<file path="config.mk">
export PLATFORM = sky130hd
export DESIGN_NAME = ysyx_24100006_wbu
export DESIGN_NICKNAME = d
export VERILOG_FILES = /design/src/rtl/ysyx_24100006_wbu.sv
export SDC_FILE = /design/constraint.sdc
export NUM_CORES = 1
export LEC_CHECK = 0
export ABC_AREA = 1
export CORE_ASPECT_RATIO = 1.1
export CORE_MARGIN = 2
export CORE_UTILIZATION = 42
export CTS_BUF_LIST = sky130_fd_sc_hd__clkbuf_2 sky130_fd_sc_hd__clkbuf_4 sky130_fd_sc_hd__clkbuf_8
export DETAILED_ROUTE_END_ITERATION = 7
export GPL_TIMING_DRIVEN = 0
export PLACE_DENSITY = 0.9
export SYNTH_ARGS = -nofsm -noshare
export SYNTH_HDL_FRONTEND = slang
export SYNTH_SLANG_ARGS = --single-unit
</file>
<file path="constraint.sdc">
create_clock -name clk -period 4.7 [get_ports clk]
set_input_delay 1.175 -clock clk [delete_from_list [all_inputs] [get_ports clk]]
set_output_delay 1.175 -clock clk [all_outputs]
set_load 0.03 [all_outputs]
</file>
<file path="src/rtl/ysyx_24100006_wbu.sv">
// Writeback unit: a single-entry buffer after the LSU that formats load data, selects the
// writeback source, drives the GPR write port and bypass, and counts retired instructions.
module ysyx_24100006_wbu #(
    parameter int ADDR_WIDTH = 4,
    parameter int DATA_WIDTH = 32
) (
    input  logic                  clk,
    input  logic                  rst_n,
    input  logic                  in_valid,
    output logic                  in_ready,
    input  logic [1:0]            in_wb_sel,
    input  logic [DATA_WIDTH-1:0] in_alu_res,
    input  logic [DATA_WIDTH-1:0] in_mem_rdata,
    input  logic [DATA_WIDTH-1:0] in_csr_rdata,
    input  logic [DATA_WIDTH-1:0] in_pc,
    input  logic [1:0]            in_addr_low,
    input  logic [2:0]            in_load_type,
    input  logic [ADDR_WIDTH-1:0] in_rd,
    input  logic                  in_rd_wen,
    output logic                  gpr_wen,
    output logic [ADDR_WIDTH-1:0] gpr_waddr,
    output logic [DATA_WIDTH-1:0] gpr_wdata,
    output logic                  commit_valid,
    input  logic                  commit_ready,
    output logic [DATA_WIDTH-1:0] commit_pc,
    output logic                  commit_err,
    output logic                  fwd_valid,
    output logic [ADDR_WIDTH-1:0] fwd_rd,
    output logic [DATA_WIDTH-1:0] fwd_data,
    output logic [63:0]           instret
);

    localparam logic ST_EMPTY = 1'b0;
    localparam logic ST_FULL  = 1'b1;

    localparam logic [1:0] WB_ALU = 2'd0;
    localparam logic [1:0] WB_MEM = 2'd1;
    localparam logic [1:0] WB_PC4 = 2'd2;
    localparam logic [1:0] WB_CSR = 2'd3;

    function automatic logic [DATA_WIDTH-1:0] sext8(input logic [7:0] b);
        return {{(DATA_WIDTH-8){b[7]}}, b};
    endfunction

    function automatic logic [DATA_WIDTH-1:0] sext16(input logic [15:0] h);
        return {{(DATA_WIDTH-16){h[15]}}, h};
    endfunction

    function automatic logic [DATA_WIDTH-1:0] zext8(input logic [7:0] b);
        return {{(DATA_WIDTH-8){1'b0}}, b};
    endfunction

    function automatic logic [DATA_WIDTH-1:0] zext16(input logic [15:0] h);
        return {{(DATA_WIDTH-16){1'b0}}, h};
    endfunction

    logic                  r_state;
    logic [63:0]           r_instret;
    logic [ADDR_WIDTH-1:0] r_rd;
    logic                  r_rd_wen;
    logic                  r_err;
    logic [DATA_WIDTH-1:0] r_pc;
    logic [DATA_WIDTH-1:0] r_result;

    logic                  w_full;
    logic                  w_accept;
    logic                  w_fire;
    logic [7:0]            w_byte;
    logic [15:0]           w_half;
    logic [DATA_WIDTH-1:0] w_load;
    logic                  w_load_err;
    logic [DATA_WIDTH-1:0] w_result;
    logic                  w_err;
    logic                  w_wr_ok;

    assign w_full   = (r_state == ST_FULL);
    assign in_ready = !w_full || commit_ready;
    assign w_accept = in_valid && in_ready;
    assign w_fire   = w_full && commit_ready;

    assign w_byte = in_mem_rdata[{in_addr_low, 3'b000} +: 8];
    assign w_half = in_mem_rdata[{in_addr_low[1], 4'b0000} +: 16];

    // Alignment faults flag the entry; the data lane picked for a faulting load never reaches the GPRs.
    always_comb begin
        w_load     = '0;
        w_load_err = 1'b0;
        case (in_load_type)
            3'b000: w_load = sext8(w_byte);
            3'b100: w_load = zext8(w_byte);
            3'b001: begin
                w_load     = sext16(w_half);
                w_load_err = in_addr_low[0];
            end
            3'b101: begin
                w_load     = zext16(w_half);
                w_load_err = in_addr_low[0];
            end
            3'b010: begin
                w_load     = in_mem_rdata;
                w_load_err = (in_addr_low != 2'b00);
            end
            default: w_load_err = 1'b1;
        endcase
    end

    always_comb begin
        w_result = in_alu_res;
        case (in_wb_sel)
            WB_ALU:  w_result = in_alu_res;
            WB_MEM:  w_result = w_load;
            WB_PC4:  w_result = in_pc + DATA_WIDTH'(4);
            WB_CSR:  w_result = in_csr_rdata;
            default: w_result = in_alu_res;
        endcase
    end

    assign w_err = (in_wb_sel == WB_MEM) && w_load_err;

    always_ff @(posedge clk or negedge rst_n) begin
        if (!rst_n) begin
            r_state   <= ST_EMPTY;
            r_instret <= '0;
        end else begin
            if (w_accept)
                r_state <= ST_FULL;
            else if (w_fire)
                r_state <= ST_EMPTY;
            if (w_fire)
                r_instret <= r_instret + 64'd1;
        end
    end

    // Entry payload: only loaded on accept, so it holds while stalled; reset needs only the state bit.
    always_ff @(posedge clk) begin
        if (w_accept) begin
            r_rd     <= in_rd;
            r_rd_wen <= in_rd_wen;
            r_err    <= w_err;
            r_pc     <= in_pc;
            r_result <= w_result;
        end
    end

    assign w_wr_ok = w_full && r_rd_wen && (r_rd != '0) && !r_err;

    assign gpr_wen      = w_wr_ok && commit_ready;
    assign gpr_waddr    = r_rd;
    assign gpr_wdata    = r_result;
    assign commit_valid = w_full;
    assign commit_pc    = r_pc;
    assign commit_err   = r_err;
    assign fwd_valid    = w_wr_ok;
    assign fwd_rd       = r_rd;
    assign fwd_data     = r_result;
    assign instret      = r_instret;

endmodule

</file>
==> results.toml, run 1 <==
[run_status]
run_status = "complete, no violations"

[worst_setup_path]
cp-start-kind = "input port"
critical-path-max-stage-delay_ns = 0.68
timing_worst_setup_path_type = "input port to primary output"
critPathMostFrequentCell = "clkdlybuf4s50_1"
worst_ep_required_time_ns = 3.52
critical_path.cell_chain = "clkdlybuf4s50_1, inv_1, nor2_1, clkdlybuf4s50_1"
cp_slowest_cell = "clkdlybuf4s50_1"
worst_ep_arrival_time_ns = 2.69
endpoint_kind = "primary output"
critPathMaxFanout = 3

[floorplan]
initial_utilization_pct = 43.04
die_w_um = 140.5
dieHeight_um = 154.2
coreArea_um2 = 20000
rows = 54
boundaryPins = 317
design.die.area_um2 = 21660

[cts]
numCtsBuffers = 17
clkLatencyLatePin_ns = 0.46
cts_buffer_depth = 2
clock-root-buffer = "clkbuf_8"
cts_tree = "done"
ctsResizeCount = 0
clock_tree.htree_level_count = 4
worst_path_clk_slew_ns = 0.09
post_cts_hold_buffer_count = 0
cts_num_sinks = 135
cts.repair_timing.setup_buffer_count = 0

[routing]
total_number_of_vias = 9321
post_drt_wl_per_cell_um = 18.68
dr.pass1.iters = 5
dr.first_iter.drc_count = 670
post_drt_via_cell_ratio = 5.269
totalWireLength_um = 33050
drt_drc_violations_left = 0
route.antenna.remaining_nets = 0

[synth]
yosysWarningCount = 0
synth.yosys.seq_area_share_pct = 43.31
synth_nets = 1313
netlist_area_um2 = 8608
ys_ff_latch = 135
synth.distinct_cells = 42
post_synth_inst_count = 1167
mean_cell_area_of_the_mapped_netlist_um2 = 7.376

[layout]
mostFrequentLayoutCell = "nand2_1"
antenna_cells = 0
drive_gt1_share_pct = 8.174
fillCellCount = 1778
nNetsFinal = 1650
finish.utilization_pct = 62.74
area.growth.synth_to_final_pct = 45.76
post_layout_nonfiller_instances = 1769
mostFrequentLayoutCells = "415 x nand2_1, 315 x clkdlybuf4s50_1, 148 x nor2_1, 96 x inv_1"

[global_route]
gr-usage-met2_pct = 54.95
grt_max_degree = 66
grt_use_met3_pct = 5.575
via_count_of_the_first_global_routing_pass = 9071
gr-total-overflow = 0
globalRouteMet1Util_pct = 34.39
grt_pass1_wl_um = 49650
grt.busiest_layer = "met2"
groute.usage.overall_pct = 30.12
initial_antenna_violation_count = 1

[timing]
post-route-min-period_ns = 3.864
rsz0062_at_grt = "false"
finalClockSkew_ns = 0.01373
fin_tns_setup_ns = 0
slew_headroom_pct = 45.11
clock.fmax_mhz = 258.8
slew_viol_final = 0
finalSetupViolCount = 0
fin_worst_hold_slack_ns = 0.5258
final_worst_path_cycle_share_pct = 82.21
actual_transition_at_the_worst_max_transition_pin_ns = 0.8234
hold_viol_final = 0

[min_path]
classification_of_the_worst_slack_hold_path = "flip-flop to flip-flop"

[power]
share_comb_of_total_power_pct = 26.1
pwr_density_cell_nw_per_um2 = 261.8
vdd_drop_max_mv = 0.1573
net-switching-power_mw = 1.129
p_int_mw = 2.155
seqPwrFrac_pct = 42.8
sw_frac_of_total_pct = 34.38
power.static_leakage_nw = 5.180
clkPwrFrac_pct = 31.0

[place]
gpl.final_weighted_congestion = 0.9908
dp.final_hpwl_um = 27000
io_buffer_count = 316
post-place-cells = 1737

[job]
cap_violations = 0
flip-flops by register name (all words and copies together) (netlist names):
signal / count
instret: 64
commit_pc: 32
fwd_data: 32
fwd_rd: 4
commit_err: 1
commit_valid: 1
r_rd_wen: 1
cell families (layout without fill, tap and decap cells):
group	Yosys count	count (layout)	share of synthesized area, %
fa+ha+maj	2	2	0.2907
simple gates	741	741	37.31
flops	135	135	43.31
buf+inv	157	507	8.488
compound gates	87	87	6.017
xor+xnor	45	45	4.578
final timing paths:
path | depth (start not counted) | slack [ns] | startpoint | end
setup / recovery | 4 | 0.84 | commit_ready | gpr_wen
hold / removal | 1 | 0.53 | instret[3] | instret[3]
setup reg to reg | 9 | 2.68 | instret[0] | instret[46]
hold reg to reg | 1 | 0.53 | instret[3] | instret[3]
max in group asynchronous | 1 | 3.35 | rst_n | instret[57]
min in group asynchronous | 1 | 0.81 | rst_n | instret[40]
synth_stat cells (all sizes together):
cell | count | share of area, %
clkinv | 1 | 0.058
inv | 98 | 4.3
and2 | 3 | 0.22
a21oi | 27 | 1.6
nand4 | 42 | 3.1
dfrtp | 65 | 19
nand3b | 10 | 1.0
clkbuf | 18 | 0.78
ha | 2 | 0.29
a21boi | 8 | 0.70
o22ai | 1 | 0.073
o211ai | 11 | 0.96
a22o | 1 | 0.10
o21ai | 28 | 1.6
nand2 | 424 | 19
edfxtp | 70 | 24
a21o | 1 | 0.087
or2 | 11 | 0.80
a32o | 1 | 0.12
buf | 40 | 3.4
xor2 | 23 | 2.3
a31oi | 2 | 0.15
o21bai | 4 | 0.35
nor4 | 1 | 0.073
a22oi | 1 | 0.087
o221ai | 2 | 0.20
nor2 | 169 | 8.4
xnor2 | 22 | 2.2
nand3 | 72 | 4.3
nor3 | 9 | 0.52
metrics by stage:
stage               worst slack (ns)  instance area, um^2  total power [mW]
detailed placement            0.8466                12140             2.284
CTS                           0.8377                12550             3.300
global route                  0.7482                12550             3.407
global placement             -0.6104                12090             2.272
floorplan                     0.9912                 8612             1.834
finish                        0.8360                12550             3.284
metal layers:
metal  up-vias  share of wire [%]
met5         -              0.039
met4         2                4.2
met3        84                7.7
met2       487                 52
met1      4312                 37
li1       4436                  -
final cells by class:
| cell class | instances | area (um^2) | area share (%) |
|---|---|---|---|
| Clock buffer | 17 | 234.0 | 1.865 |
| Buffer | 58 | 357.8 | 2.852 |
| Sequential cell | 135 | 3729 | 29.72 |
| Tap cell | 252 | 315.3 | 2.513 |
| Timing Repair Buffer | 318 | 3201 | 25.51 |
| Multi-Input combinational cell | 875 | 4160 | 33.16 |
| Inverter | 99 | 372.9 | 2.972 |
| Clock inverter | 15 | 177.7 | 1.416 |
worst max-delay path: cells and delay by family:
family                 cells  cell delay (ns)
buffers and inverters      3             1.39
AND/OR/NAND/NOR            1             0.12
power by group through the flow:
stage               Combinational, mW  Sequential [mW]  Clock [mW]
finish                          0.858             1.41        1.02
global route                    0.907             1.42        1.08
CTS                             0.858             1.41        1.04
detailed placement              0.854             1.43           0
global placement                0.837             1.43           0
floorplan                       0.281             1.55           0
Power figures use the tool's default switching activity.
==> inputs of run 2 (changes only) <==
--- a/config.mk
+++ b/config.mk
@@ -8,11 +8,11 @@
 export ABC_AREA = 1
 export CORE_ASPECT_RATIO = 1.1
 export CORE_MARGIN = 2
-export CORE_UTILIZATION = 42
+export CORE_UTILIZATION = 47
 export CTS_BUF_LIST = sky130_fd_sc_hd__clkbuf_2 sky130_fd_sc_hd__clkbuf_4 sky130_fd_sc_hd__clkbuf_8
 export DETAILED_ROUTE_END_ITERATION = 7
 export GPL_TIMING_DRIVEN = 0
-export PLACE_DENSITY = 0.9
+export PLACE_DENSITY = 0.95
 export SYNTH_ARGS = -nofsm -noshare
 export SYNTH_HDL_FRONTEND = slang
 export SYNTH_SLANG_ARGS = --single-unit
==> constraint.sdc (replaced) <==
create_clock -name clk -period 3.88 [get_ports clk]
set_input_delay 0.97 -clock clk [delete_from_list [all_inputs] [get_ports clk]]
set_output_delay 0.97 -clock clk [all_outputs]
set_load 0.03 [all_outputs]
==> run 2 against run 1 <==
Design area about the same; final cell count is 0.73% lower; sequential power rose by 21%; worst setup slack lost 0.48 ns; register-to-register slack lost 0.77 ns; utilization is 7.8 points higher; power grew 22%; global-route usage grew 3.4 points; via count is 1.7% higher; critical path depth is the same; clock power grew 24%; flip-flop and latch count stayed put; largest cell class unchanged; highest routed layer unchanged.
==> results.toml, run 2 (synthesized netlist as in run 1, its figures left out) <==
[run_status]
run_status = "complete, no violations"

[layout]
antenna_cells = 0
mostFrequentLayoutCell = "nand2_1"
flip_flop_count_of_the_largest_register_after_layout = 64
nNetsFinal = 1651
fillCellCount = 1352
finish.utilization_pct = 70.51
area.growth.synth_to_final_pct = 45.83
drive_gt1_share_pct = 8.235
post_layout_nonfiller_instances = 1756
mostFrequentLayoutCells = "415 x nand2_1, 315 x clkdlybuf4s50_1, 148 x nor2_1, 96 x inv_1"

[power]
power.static_leakage_nw = 5.193
net-switching-power_mw = 1.282
clkPwrFrac_pct = 31.4
p_int_mw = 2.723
vdd_drop_max_mv = 0.2217
pwr_density_cell_nw_per_um2 = 319.0
share_comb_of_total_power_pct = 25.9
sw_frac_of_total_pct = 32.01
seqPwrFrac_pct = 42.6

[cts]
clock_tree.htree_level_count = 4
cts_num_sinks = 135
ctsResizeCount = 0
numCtsBuffers = 17
worst_path_clk_slew_ns = 0.08
cts.repair_timing.setup_buffer_count = 0
cts_buffer_depth = 2
clkLatencyLatePin_ns = 0.47
clock-root-buffer = "clkbuf_8"
cts_tree = "done"
post_cts_hold_buffer_count = 0

[timing]
actual_transition_at_the_worst_max_transition_pin_ns = 0.8692
hold_viol_final = 0
rsz0062_at_grt = "false"
finalSetupViolCount = 0
slew_viol_final = 0
final_critical_path_setup_slack_ns = 0.3601
slew_headroom_pct = 41.93
finalClockSkew_ns = 0.01140
clock.fmax_mhz = 284.1
final_worst_path_cycle_share_pct = 90.72
post-route-min-period_ns = 3.520

[job]
cap_violations = 0

[routing]
post_drt_via_cell_ratio = 5.399
wl_met1_um = 11390
totalWireLength_um = 32960
drt_drc_violations_left = 0
dr.pass1.iters = 6
wl_met3_um = 2600
total_number_of_vias = 9481
routed.top_layer = "met5"
route.antenna.remaining_nets = 0
dr.first_iter.drc_count = 762
post_drt_wl_per_cell_um = 18.77
detailroute.wirelength.met2_um = 17140

[worst_setup_path]
critPathMaxFanout = 3
worst_ep_arrival_time_ns = 2.55
cp-start-kind = "input port"
timing_worst_setup_path_type = "input port to primary output"
worstRegToRegCells = 7
regToRegStartpoint = "instret[0]"
worst_ep_required_time_ns = 2.91
r2r_setup_slack_ns = 1.91
rr_endpoint = "instret[56]"
endpoint_kind = "primary output"

[global_route]
groute.usage.overall_pct = 33.51
gr-total-overflow = 0
via_count_of_the_first_global_routing_pass = 9407
grt_max_degree = 40
initial_antenna_violation_count = 2
grt_pass1_wl_um = 49810

[place]
io_buffer_count = 316
post-place-cells = 1724
dp.final_hpwl_um = 26520
pre_cts_ws_ns = 0.3599
gpl.final_weighted_congestion = 0.9930

[min_path]
classification_of_the_worst_slack_hold_path = "input port to asynchronous set/reset pin"

[floorplan]
rows = 51
design.die.area_um2 = 19420
boundaryPins = 317
dieHeight_um = 145.9
die_w_um = 133.0
coreArea_um2 = 17800
initial_utilization_pct = 48.35
==> run 2: changes by cell type in the layout (fill, tap and decap cells not counted) <==
cell / previous run / this run
clkinv_2: 1 / 4
clkinv_4: 1 / 3
inv_4: 0 / 1
buf_4: 37 / 36
buf_2: 4 / 5
clkinv_8: 2 / 0
clkinvlp_4: 0 / 1
buf_16: 0 / 1
clkbuf_4: 0 / 3
bufinv_16: 1 / 3
inv_6: 7 / 1
inv_8: 4 / 0
==> run 2: critical path: stages <==
cell and delay, ns:
clkdlybuf4s50_1 0.59, inv_1 0.15, nor2_1 0.13, clkdlybuf4s50_1 0.70
==> run 2: final cells by class <==
class	instances	area [um^2]	share of cell area, %
buffer	58	357.8	2.851
clock buffer	20	256.5	2.043
clock inverter	12	153.9	1.226
inverter	99	372.9	2.970
multi-input combinational	875	4160	33.14
sequential	135	3729	29.70
tap	238	297.8	2.372
timing repair buffer	319	3226	25.70
==> run 2: layer usage <==
metal | vias to the layer above | global-route usage, %
met5 | - | 0
met4 | 4 | 18.98
met3 | 120 | 7.175
met2 | 588 | 61.50
met1 | 4337 | 35.28
li1 | 4432 | -
==> run 2: worst max path at each step <==
stage                      start      endpoint  slack [ns]  depth (start not counted)
floorplan           commit_ready    commit_err        0.38                          2
global placement    commit_ready  fwd_data[18]       -1.27                          3
detailed placement  commit_ready       gpr_wen        0.36                          4
CTS                 commit_ready       gpr_wen        0.35                          4
global route        commit_ready       gpr_wen        0.23                          4
finish              commit_ready       gpr_wen        0.36                          4
==> run 2: stage by stage <==
step	TNS (ns)	hold WS [ns]	power [mW]	cell area, um^2
2_1_floorplan	0	0.6743	2.222	8612
6_report	0	0.5189	4.004	12550
3_3_place_gp	-97.93	0.5023	2.738	12070
5_1_grt	0	0.5476	4.137	12550
3_5_place_dp	0	0.5086	2.760	12140
4_1_cts	0	0.5177	4.001	12550
==> run 2: power groups by stage <==
stage / clock [mW] / sequential (mW) / combinational, mW
floorplan: 0 / 1.88 / 0.341
global placement: 0 / 1.73 / 1.00
detailed placement: 0 / 1.73 / 1.03
CTS: 1.26 / 1.70 / 1.03
global route: 1.32 / 1.72 / 1.10
finish: 1.26 / 1.71 / 1.04
